--- config.mk ---
export PLATFORM = sky130hd
export DESIGN_NAME = mdu_iterative
export DESIGN_NICKNAME = d
export VERILOG_FILES = /design/src/rtl/mdu_pkg.sv /design/src/rtl/mdu_negate.sv /design/src/rtl/mdu_iterative.sv
export SDC_FILE = /design/constraint.sdc
export NUM_CORES = 1
export LEC_CHECK = 0
export CAP_MARGIN = 20
export CORE_ASPECT_RATIO = 0.8
export CORE_MARGIN = 3
export CORE_UTILIZATION = 55
export CTS_CLUSTER_SIZE = 30
export DETAILED_ROUTE_END_ITERATION = 6
export GPL_ROUTABILITY_DRIVEN = 0
export PLACE_DENSITY = 0.86
export SKIP_CTS_REPAIR_TIMING = 1
export SLEW_MARGIN = 20
export SYNTH_ARGS = -nofsm -noshare
export SYNTH_HDL_FRONTEND = slang
export SYNTH_HIERARCHICAL = 1
export SYNTH_SLANG_ARGS = --single-unit
--- constraint.sdc ---
create_clock -name clk -period 14 [get_ports clk]
set_clock_uncertainty 0.05 [all_clocks]
set_input_delay 3.5 -clock clk [delete_from_list [all_inputs] [get_ports clk]]
set_output_delay 3.5 -clock clk [all_outputs]
set_load 0.03 [all_outputs]
--- src/rtl/mdu_pkg.sv ---
// Shared types and constants for the iterative multiply/divide unit.
package mdu_pkg;

    localparam int MDU_WIDTH   = 32;
    // Start cycle to done cycle: one load edge, WIDTH iterations, one fix-up edge.
    localparam int MDU_LATENCY = MDU_WIDTH + 2;

    typedef enum logic [1:0] {
        MDU_MULT  = 2'b00,
        MDU_MULTU = 2'b01,
        MDU_DIV   = 2'b10,
        MDU_DIVU  = 2'b11
    } mdu_op_t;

    typedef logic [1:0] mdu_state_t;

    localparam mdu_state_t IDLE = 2'd0;
    localparam mdu_state_t RUN  = 2'd1;
    localparam mdu_state_t FIX  = 2'd2;
    localparam mdu_state_t DONE = 2'd3;

    function automatic logic op_is_signed(input logic [1:0] o);
        return (o == MDU_MULT) || (o == MDU_DIV);
    endfunction

    function automatic logic op_is_div(input logic [1:0] o);
        return (o == MDU_DIV) || (o == MDU_DIVU);
    endfunction

endpackage

--- src/rtl/mdu_negate.sv ---
// Conditional two's-complement negate, used for operand magnitudes and result sign fix-up.
module mdu_negate #(
    parameter int WIDTH = 32
) (
    input  logic             en,
    input  logic [WIDTH-1:0] din,
    output logic [WIDTH-1:0] dout
);

    assign dout = en ? (~din + WIDTH'(1)) : din;

endmodule

--- src/rtl/mdu_iterative.sv ---
// Radix-2 iterative multiply/divide unit producing {hi,lo} for MULT/MULTU/DIV/DIVU.
module mdu_iterative
    import mdu_pkg::*;
#(
    parameter int WIDTH = MDU_WIDTH
) (
    input  logic             clk,
    input  logic             reset,
    input  logic             start,
    input  logic [1:0]       op,
    input  logic [WIDTH-1:0] a,
    input  logic [WIDTH-1:0] b,
    input  logic             flush,
    output logic             busy,
    output logic             done,
    output logic             hilo_we,
    output logic [WIDTH-1:0] hi,
    output logic [WIDTH-1:0] lo
);

    localparam int CW = $clog2(WIDTH) + 1;

    mdu_state_t         state_q, state_d;
    logic [2*WIDTH-1:0] acc_q, acc_d;
    logic [WIDTH-1:0]   opnd_q, opnd_d;
    logic [CW-1:0]      count_q, count_d;
    logic               is_div_q, is_div_d;
    logic               neg_res_q, neg_res_d;
    logic               neg_rem_q, neg_rem_d;
    logic               b_zero_q, b_zero_d;
    logic [WIDTH-1:0]   hi_q, hi_d, lo_q, lo_d;

    logic               a_neg, b_neg, launch;
    logic [WIDTH-1:0]   a_abs, b_abs, quo_fix, rem_fix;
    logic [2*WIDTH-1:0] prod_fix, mul_next, div_next;
    logic [WIDTH:0]     mul_sum, rem_sh;
    logic               fits;

    assign a_neg  = op_is_signed(op) & a[WIDTH-1];
    assign b_neg  = op_is_signed(op) & b[WIDTH-1];
    // flush has priority over start; DONE accepts a new op back-to-back.
    assign launch = start & ~flush & ((state_q == IDLE) | (state_q == DONE));

    mdu_negate #(.WIDTH(WIDTH)) u_abs_a (.en(a_neg), .din(a), .dout(a_abs));
    mdu_negate #(.WIDTH(WIDTH)) u_abs_b (.en(b_neg), .din(b), .dout(b_abs));
    // Divide by zero keeps the all-ones quotient regardless of operand signs.
    mdu_negate #(.WIDTH(WIDTH)) u_fix_quo (
        .en  (neg_res_q & ~b_zero_q),
        .din (acc_q[WIDTH-1:0]),
        .dout(quo_fix)
    );
    mdu_negate #(.WIDTH(WIDTH)) u_fix_rem (
        .en  (neg_rem_q),
        .din (acc_q[2*WIDTH-1:WIDTH]),
        .dout(rem_fix)
    );
    mdu_negate #(.WIDTH(2*WIDTH)) u_fix_prod (
        .en  (neg_res_q),
        .din (acc_q),
        .dout(prod_fix)
    );

    // Shift-add: upper half accumulates, lower half holds the unconsumed multiplier bits.
    assign mul_sum  = {1'b0, acc_q[2*WIDTH-1:WIDTH]} + (acc_q[0] ? {1'b0, opnd_q} : '0);
    assign mul_next = {mul_sum, acc_q[WIDTH-1:1]};

    // Restoring divide: upper half is the partial remainder, lower half dividend/quotient.
    assign rem_sh   = {acc_q[2*WIDTH-1:WIDTH], acc_q[WIDTH-1]};
    assign fits     = rem_sh >= {1'b0, opnd_q};
    assign div_next = {fits ? (rem_sh[WIDTH-1:0] - opnd_q) : rem_sh[WIDTH-1:0],
                       acc_q[WIDTH-2:0], fits};

    // Next-state logic for the FSM and datapath.
    always_comb begin
        state_d   = state_q;
        acc_d     = acc_q;
        opnd_d    = opnd_q;
        count_d   = count_q;
        is_div_d  = is_div_q;
        neg_res_d = neg_res_q;
        neg_rem_d = neg_rem_q;
        b_zero_d  = b_zero_q;
        hi_d      = hi_q;
        lo_d      = lo_q;
        unique case (state_q)
            IDLE, DONE: begin
                if (launch) begin
                    state_d   = RUN;
                    count_d   = '0;
                    is_div_d  = op_is_div(op);
                    neg_res_d = a_neg ^ b_neg;
                    neg_rem_d = a_neg;
                    b_zero_d  = (b == '0);
                    opnd_d    = op_is_div(op) ? b_abs : a_abs;
                    acc_d     = {{WIDTH{1'b0}}, op_is_div(op) ? a_abs : b_abs};
                end else begin
                    state_d = IDLE;
                end
            end
            RUN: begin
                if (flush) begin
                    state_d = IDLE;
                end else begin
                    acc_d   = is_div_q ? div_next : mul_next;
                    count_d = count_q + CW'(1);
                    if (count_q == CW'(WIDTH - 1)) state_d = FIX;
                end
            end
            FIX: begin
                if (flush) begin
                    state_d = IDLE;
                end else begin
                    state_d = DONE;
                    if (is_div_q) begin
                        hi_d = rem_fix;
                        lo_d = quo_fix;
                    end else begin
                        hi_d = prod_fix[2*WIDTH-1:WIDTH];
                        lo_d = prod_fix[WIDTH-1:0];
                    end
                end
            end
            default: state_d = IDLE;
        endcase
    end

    // State and datapath registers with asynchronous reset.
    always_ff @(posedge clk or posedge reset) begin
        if (reset) begin
            state_q   <= IDLE;
            acc_q     <= '0;
            opnd_q    <= '0;
            count_q   <= '0;
            is_div_q  <= 1'b0;
            neg_res_q <= 1'b0;
            neg_rem_q <= 1'b0;
            b_zero_q  <= 1'b0;
            hi_q      <= '0;
            lo_q      <= '0;
        end else begin
            state_q   <= state_d;
            acc_q     <= acc_d;
            opnd_q    <= opnd_d;
            count_q   <= count_d;
            is_div_q  <= is_div_d;
            neg_res_q <= neg_res_d;
            neg_rem_q <= neg_rem_d;
            b_zero_q  <= b_zero_d;
            hi_q      <= hi_d;
            lo_q      <= lo_d;
        end
    end

    assign busy    = (state_q == RUN) | (state_q == FIX);
    assign done    = (state_q == DONE);
    assign hilo_we = done;
    assign hi      = hi_q;
    assign lo      = lo_q;

endmodule

Yosys cells after proc, flatten, opt, wreduce, memory -nomap -nowiden
Index checks and enable logic that the tools add are counted.

storage, ports and cells
  bits in registers = 172
  input bits = 70
  word-level logic and storage cells = 76
  output and inout bits = 67

operators by class
  reduce and logical (&&, ||, !) cells = 10
  mux-type cells = 23
  bitwise gates (word level) = 15
  eq/ne operators = 9
  add/sub/neg operators = 8
  magnitude comparators = 1

operators by type and width
  cell                   count
  $mux 32                10
  $mux 64                4
  $add 32x1->32 const B  4
  $not 32->32            4
  $pmux 64 s2            1
  $add 64x1->64 const B  1
  $not 64->64            1
  $add 32x32->33         1
  $ge 33x32->1           1
  $logic_not 32->1       1
  $sub 32x32->32         1
  $mux 6                 2
  $pmux 6 s2             1
  $eq 2x2->1 const B     4
  $add 6x1->6 const B    1
  $eq 6x5->1 const B     1
  $mux 2                 3
  $pmux 2 s3             1
  $and 1x1->1            5
  $logic_not 2->1        2
  $ne 2x2->1 const B     2
  $reduce_and 2->1       2
  $ne 3x3->1 const B     1
  $reduce_and 3->1       1
  8 further kinds        11

Logic depth before layout (Yosys ltp)
Gate-level depths: netlist of the first run.

  word-level depth = 7
  mapped depth = 14
  mapped depth without buffers = 13

Cells and area by module
The synthesis of the first run kept the hierarchy.

modules (own cells, without submodules)
  module                    seq. area each (µm²)  area an instance (µm²)  times used  cells each
  mdu_iterative             4304.1                12555.8                 1           1453
  mdu_negate (u_abs_a ...)  0.0                   777.0                   4           99
  mdu_negate (u_fix_prod)   0.0                   1649.1                  1           206

Least setup slack after synthesis of the first run
No wires, ideal clock.

  path type = input to register
  from = input port a[6]
  to = register acc_q[27]
  setup time = 0.133 ns
  required time = 13.817 ns
  path buffers = 0
  cell stages on the path = 7
  slack = 8.815 ns
  arrival = 5.001 ns
  cells stage by stage = nor4_4 -> nand4b_2 -> o41ai_2 -> xnor2_1 -> mux2_2 -> a21oi_1 -> o21ai_0

on the way
  cells in the longest elaborated chain, start to end = 6

RTL lines
  item                    line                  text
  start: declaration      mdu_iterative.sv:11   input logic [WIDTH-1:0] a,
  $not 32->32             mdu_negate.sv:10      assign dout = en ? (~din + WIDTH'(1)) : din;
  $add 32x1->32           mdu_negate.sv:10
  $mux 32                 mdu_negate.sv:10
  via a_abs[27]           mdu_iterative.sv:34   logic [WIDTH-1:0] a_abs, b_abs, quo_fix, rem_fix;
  $mux 32                 mdu_iterative.sv:95   acc_d = {{WIDTH{1'b0}}, op_is_div(op) ? a_abs : b_abs};
  $mux 64                 mdu_iterative.sv:87   if (launch) begin
  $pmux 64 s2             mdu_iterative.sv:85   unique case (state_q)
  end signal: assignment  mdu_iterative.sv:131  acc_q <= '0;
  end signal: assignment  mdu_iterative.sv:142  acc_q <= acc_d;
  end: declaration        mdu_iterative.sv:24   logic [2*WIDTH-1:0] acc_q, acc_d;

The timed path passes the listed nets, and every way through them passes these cells. The select of a mux whose other input is x is not followed.
A chain may end at the register's enable or synchronous reset.

Worst setup path in the final report of the first run
  from = input port a[20]
  to = register acc_q[30]

The elaborated chain is that of the path after synthesis.

==> reports/metrics.cfg, run 1 <==
[detailed_routing]
remaining_drc_errors=1
drt-total-wl_mm=53.3
dr.pass1.iters=7
postRouteAntennaNets=0
drt_iter0_drc=2363
wl_per_cell_um=21.0
viasPerCell=6.59
via_count=16758

[layout]
nets=2263
area_delta_synth_final_pct=12.5
drive_gt1_share_pct=8.45
antennaDiodeCount=0
n_fill_cell=2471
post-route-util_pct=63.5
stdcell_count=2543

[logic_synthesis]
synth_ff_type=dfrtp_1
synthArstFlopShare_pct=100
synthesis.area_um2=17300
yosysUniqueCellTypes=89
synth_edf_count=0
synth.net_count=2200
ys_warn_count=6
ys_seq_elements=172
ys_seq_area_share_pct=24.9
synth_cells=2055
avgSynthCellArea_um2=8.42

[clock_tree]
cts_buffers=17
root_buffer=clkbuf_16
clock_path_buffers=2
cts_tree=built
htree_levels=4
clkTransAtPathRegs_ps=70
clkSinkCount=172
clk_latency_ps=460

[critical_path]
cp_num_buf_inv=1
crit_arrival_ps=6280
slowest_delay_ps=620
worstPathMaxFanout=4
worstSetupPathDepth=8
criticalPathCategory=in2reg
cp_top_family=simple AND/OR/NAND/NOR gates
worstSetupEndpointType=register
worstPathRequired_ps=14230
reg2reg_depth=11
critPathSlowestCell=nor4_1
path_cells=clkdlybuf4s50_1, nor4_1, nand3b_1, o41ai_1, xnor2_1, mux2_2, a21oi_1, o21ai_0
startpoint_type=input port

[placement]
hpwl_mm=39.4
dp.cells=2512
post-place-ws_ps=7600
io_buffers=136

[floorplanning]
die_h_um=165
design.die.area_um2=33700
die_w_um=204
initial_core_util_pct=56.5
io-pin-count=137
coreArea_um2=30700
std_cell_rows=57

[power_and_ir_drop]
power.density_nw_per_um2=162
p_switching_mw=1.55
internal_power_mw=1.60
seqPwrFrac_pct=27.3
power_mw=3.15
ir_worst_vdd_uv=115
p_leak_nw=7.90
comb_power_share_pct=57.3
switching_share_pct=49.2
clockPowerShare_pct=15.4

[global_route]
first_global_vias=15658
grt_max_degree=131
track_usage_pct=31.1
grt_pass1_wl_mm=83.7
antenna_found_initial=1
grt_overflow=0

[timing]
slew_headroom_pct=27.5
max_freq_mhz=165
finalSetupViolations=0
fin_crit_sh_pct=43.2
drv_slew=0
fin_setup_tns_ps=0
worstMarginPinSlew_ps=1090
rsz0062_at_grt=no
min_period_ps=6050
final_hold_viol_count=0
timing.final.ws_setup_ps=7950

[job]
max-cap-violations=0

[min_path]
min_path_type=reg2reg
hold_depth=2

[outcome]
status=finished, violations left
failed_checks=DRC

-- cell usage in the layout (no fill, tap or decap), drive strengths merged, types with 15 or more instances in the layout --
cell type,instances
nand2,253
o21ai,242
xnor2,216
dfrtp,172
mux2i,149
clkdlybuf4s50,135
a21oi,105
nor2,85
inv,78
ha,73
o31ai,67
o41ai,51
nand3,38
nor4,37
and2,33
mux2,33
a21o,26
nor3,25
nand2b,22
nand4,22
or3,19
xor2,18
clkbuf,18
buf,16
nor2b,15
or4,15
-- sequential cells by signal (all words and copies together) (netlist names) --
register,count
neg_rem_q,1
opnd_q,32
neg_res_q,1
b_zero_q,1
is_div_q,1
lo,32
state_q,2
hi,32
count_q,6
acc_q,64
-- routing by layer --
metal | global-route usage [%] | vias up | wire length, um
met3 | 8.49 | 179 | 6800
met2 | 45.6 | 1039 | 22500
met4 | 11.3 | 4 | 1860
li1 | - | 7631 | -
met1 | 43.8 | 7905 | 22000
met5 | 0.893 | - | 51
-- cells by family after synthesis --
| logic type | synth area share (%) |
|---|---|
| DFF | 24.9 |
| muxes | 10.8 |
| adders and majority gates | 5.51 |
| xor gates and xnor gates | 11.8 |
| AOI/OAI and AO/OA | 23.2 |
| buffers and inverters | 4.29 |
| and+or+nand+nor | 19.5 |
-- layout make-up --
type,instances,area [um2],area share [%]
clock inverter,13,141,0.726
timing repair buffer,151,1470,7.56
sequential,172,4310,22.1
clock buffer,18,429,2.20
inverter,75,287,1.47
multi-input combinational,1701,12300,63.2
tap,413,517,2.65
-- through the flow --
step           hold slack [ps]  instance area, um2
2_1_floorplan              399               17300
3_3_place_gp               411               18900
3_5_place_dp               419               18900
4_1_cts                    435               19400
5_1_grt                    459               19500
6_report                   425               19500
-- Yosys cell counts, drive strengths merged, types with 4 or more instances --
cell	count	area (um2)
nand4b	4	60.1
nand3b	5	37.5
and4	7	61.3
or3	19	130
o221ai	5	43.8
a21o	26	195
and2	33	206
o21bai	8	60.1
nand2b	22	138
nand4	22	159
nor2b	15	93.8
xor2	18	158
nor2	85	322
xnor2	216	1890
clkbuf	71	268
or2b	8	60.1
o41ai	51	616
o21a	7	52.6
o21ai	242	1210
nand2	253	950
o2111ai	4	35.0
a21oi	105	529
or4	15	136
a211oi	9	72.6
inv	75	282
a41oi	6	71.3
dfrtp	172	4300
buf	36	193
a31oi	7	73.8
nor4	37	493
and3	8	50.1
o31ai	67	557
a22oi	14	105
mux2i	149	1490
o211ai	14	105
nor3	25	141
ha	73	913
mux2	33	372
or2	12	75.1
nand3	38	218
-- power groups by stage --
| stage | Clock [mW] | Sequential (mW) | Combinational [mW] |
|---|---|---|---|
| after floorplan | 0 | 0.745 | 1.41 |
| after global routing | 0.507 | 0.869 | 1.96 |
| after detailed placement | 0 | 0.851 | 1.74 |
| final | 0.485 | 0.860 | 1.80 |
| after global placement | 0 | 0.842 | 1.68 |
| after CTS | 0.488 | 0.841 | 1.76 |
-- worst reg2reg max path, stage by stage, from the launching register on --
cell and delay (ps):
dfrtp_1 640, ha_1 530, o21ai_0 160, o21ai_0 470
a21oi_1 200, a31oi_4 320, a41oi_4 200, o31ai_4 720
buf_4 400, mux2_2 370, mux2i_1 290, o21ai_0 130
-- path summary, 6_finish.rpt --
kind	startpoint	end	slack [ps]
hold reg to reg	lo[18]$_DFFE_PP0P_	lo[18]$_DFFE_PP0P_	430
min in group asynchronous	reset	lo[8]$_DFFE_PP0P_	3570
setup reg to reg	acc_q[39]$_DFFE_PP0P_	acc_q[39]$_DFFE_PP0P_	9410
hold / removal	lo[18]$_DFFE_PP0P_	lo[18]$_DFFE_PP0P_	430
setup / recovery	a[20]	acc_q[30]$_DFFE_PP0P_	7950
max in group asynchronous	reset	is_div_q$_DFFE_PP0P_	9020
Note: power is estimated with default switching activity, not from simulation.
==> run 2: changes to the inputs <==
clock period = 5.6 ns   (was 14 ns; I/O delays follow)
==> run 2 against run 1 <==
  * The run now ends clean
  * Cell area rose by 0.56%
  * Die area did not move
  * Non-clock buffer count rose by 10
  * Largest cell class unchanged
  * Wire length rose by 4.4%
  * Sequential power rose to 2.5 times the previous value
  * Sequential share of layout area fell by 0.12 points
  * Cell count rose by 0.43%
  * Flip-flop and latch count did not move
  * First-iteration DRC count fell by 4.1%
  * Core utilization rose by 0.35 points
==> reports/metrics.cfg, run 2 (same netlist as run 1, synthesis figures left out) <==
[layout]
multiInputGateArea_um2=12300  ; about the same
largest_reg_flops=64  ; unchanged
nets=2273  ; +0.44%
stdcell_count=2554  ; +0.43%
post-route-util_pct=63.8  ; +0.35 points
drive_gt1_share_pct=8.92  ; +0.47 points
area_delta_synth_final_pct=13.1
mostFrequentLayoutCell=nand2_1
regMostFlops=acc_q
final_cell_mix=nand2_1 (252), o21ai_0 (240), xnor2_1 (216)
antennaDiodeCount=0  ; unchanged
register_area_um2=4310  ; unchanged
fin_area_um2=19600  ; +0.56%
n_fill_cell=2433  ; -1.5%

[global_route]
track_usage_pct=32.0  ; +0.90 points
first_global_vias=15843  ; +1.2%
antenna_found_initial=0  ; -1
grt_max_degree=131  ; unchanged
grt_overflow=0  ; unchanged
grt_pass1_wl_mm=85.9  ; +2.6%

[timing]
fin_crit_sh_pct=72.7
timing.final.ws_setup_ps=1530  ; -6420 ps
holdWs_ps=429  ; +3.33 ps
slew_headroom_pct=20.2  ; -7.2 points
worstMarginPinSlew_ps=1190  ; +103 ps
max_freq_mhz=246
final_hold_viol_count=0  ; unchanged
fin_setup_tns_ps=0  ; unchanged
finalSetupViolations=0  ; unchanged
min_period_ps=4070
drv_slew=0  ; unchanged
rsz0062_at_grt=no

[clock_tree]
htree_levels=4  ; unchanged
cts_buffers=17  ; unchanged
root_buffer=clkbuf_16
clkTransAtPathRegs_ps=80  ; about the same
clkSinkCount=172  ; unchanged
clk_latency_ps=450  ; about the same
cts_tree=built
clock_path_buffers=2  ; unchanged

[critical_path]
path_cells=and2_1, ha_1, inv_1, fa_1, nand2b_1, a21oi_1, o211ai_1, nand2_1, a31oi_4, o31ai_2, a21oi_2, xnor2_1, a221o_1
crit_arrival_ps=4360  ; -1920 ps
worstSetupPathDepth=13  ; +5
cp_top_family=compound AO/OA/AOI/OAI gates
cp_num_buf_inv=1  ; unchanged
worstSetupEndpointType=register
reg2reg_depth=13  ; +2
slowest_delay_ps=750  ; +130 ps
critPathSlowestCell=dfrtp_1
worstPathRequired_ps=5890  ; -8340 ps
startpoint_type=register
worstPathMaxFanout=19  ; +15
criticalPathCategory=reg2reg

[floorplanning]
initial_core_util_pct=56.5  ; unchanged
coreArea_um2=30700  ; unchanged
design.die.area_um2=33700  ; unchanged
die_h_um=165  ; unchanged
die_w_um=204  ; unchanged
io-pin-count=137  ; unchanged
std_cell_rows=57  ; unchanged

[detailed_routing]
wl_per_cell_um=21.8  ; +4.0%
viasPerCell=6.73  ; +2.2%
drt-total-wl_mm=55.7  ; +4.4%
drt_iter0_drc=2265  ; -4.1%
via_count=17193  ; +2.6%
remaining_drc_errors=0  ; -1
postRouteAntennaNets=0  ; unchanged
dr.pass1.iters=6  ; -1

[power_and_ir_drop]
power_mw=8.01  ; +150%
power.density_nw_per_um2=409  ; +150%
p_leak_nw=7.96  ; +0.79%
ir_worst_vdd_uv=276  ; +140%

[placement]
io_buffers=136  ; unchanged
hpwl_mm=40.7  ; +3.3%
post-place-ws_ps=1390  ; -6210 ps
dp.cells=2522  ; +0.40%
placed_area_um2=19000  ; +0.46%

[outcome]
status=completed

[job]
max-cap-violations=0  ; unchanged

[min_path]
hold_depth=2  ; unchanged
min_path_type=reg2reg

==> run 2: cell types whose count changed in the layout (fill, tap and decap cells not counted), sizes merged <==
| cell | delta |
|---|---|
| clkbuf | +3 |
| clkinv | -1 |
| inv | -1 |
| buf | +10 |
==> run 2: area by class of cell <==
class / count / share of cell area (%)
Inverter: 75 / 1.46
Sequential cell: 172 / 22.0
Clock inverter: 11 / 0.671
Timing Repair Buffer: 161 / 7.95
Multi-Input combinational cell: 1701 / 62.9
Tap cell: 413 / 2.64
Clock buffer: 21 / 2.40
==> run 2: path summary, 6_finish.rpt <==
kind,endpoint,start,slack [ps]
min in group asynchronous,lo[19]$_DFFE_PP0P_,reset,1210
hold / removal,hi[11]$_DFFE_PP0P_,hi[11]$_DFFE_PP0P_,430
setup / recovery,acc_q[59]$_DFFE_PP0P_,acc_q[0]$_DFFE_PP0P_,1530
setup reg to reg,acc_q[59]$_DFFE_PP0P_,acc_q[0]$_DFFE_PP0P_,1530
max in group asynchronous,is_div_q$_DFFE_PP0P_,reset,3410
hold reg to reg,hi[11]$_DFFE_PP0P_,hi[11]$_DFFE_PP0P_,430
==> run 2: per-layer routing <==
metal	up-vias	global-route usage, %	wire length (um)
li1	7648	-	-
met1	8159	45.1	22400
met2	1190	47.4	23800
met3	196	8.22	7360
met4	0	11.4	2090
met5	-	0	0
==> run 2: where the power goes <==
part,switching [mW],leakage [nW],total [mW],internal (mW)
combinational,2.64,5.38,4.56,1.92
clock,0.570,0.292,1.27,0.701
sequential,0.742,2.29,2.18,1.44
total,3.95,7.96,8.01,4.06
==> run 2: worst register-to-register path: cells and delay by family, from the launching register on <==
kind                       cells  cell delay, ps
AOI/OAI and AO/OA              6            1670
DFF                            1             750
and+or+nand+nor                3             670
adders and majority gates      2             600
xor gates and xnor gates       1             150
buffers and inverters          1              70
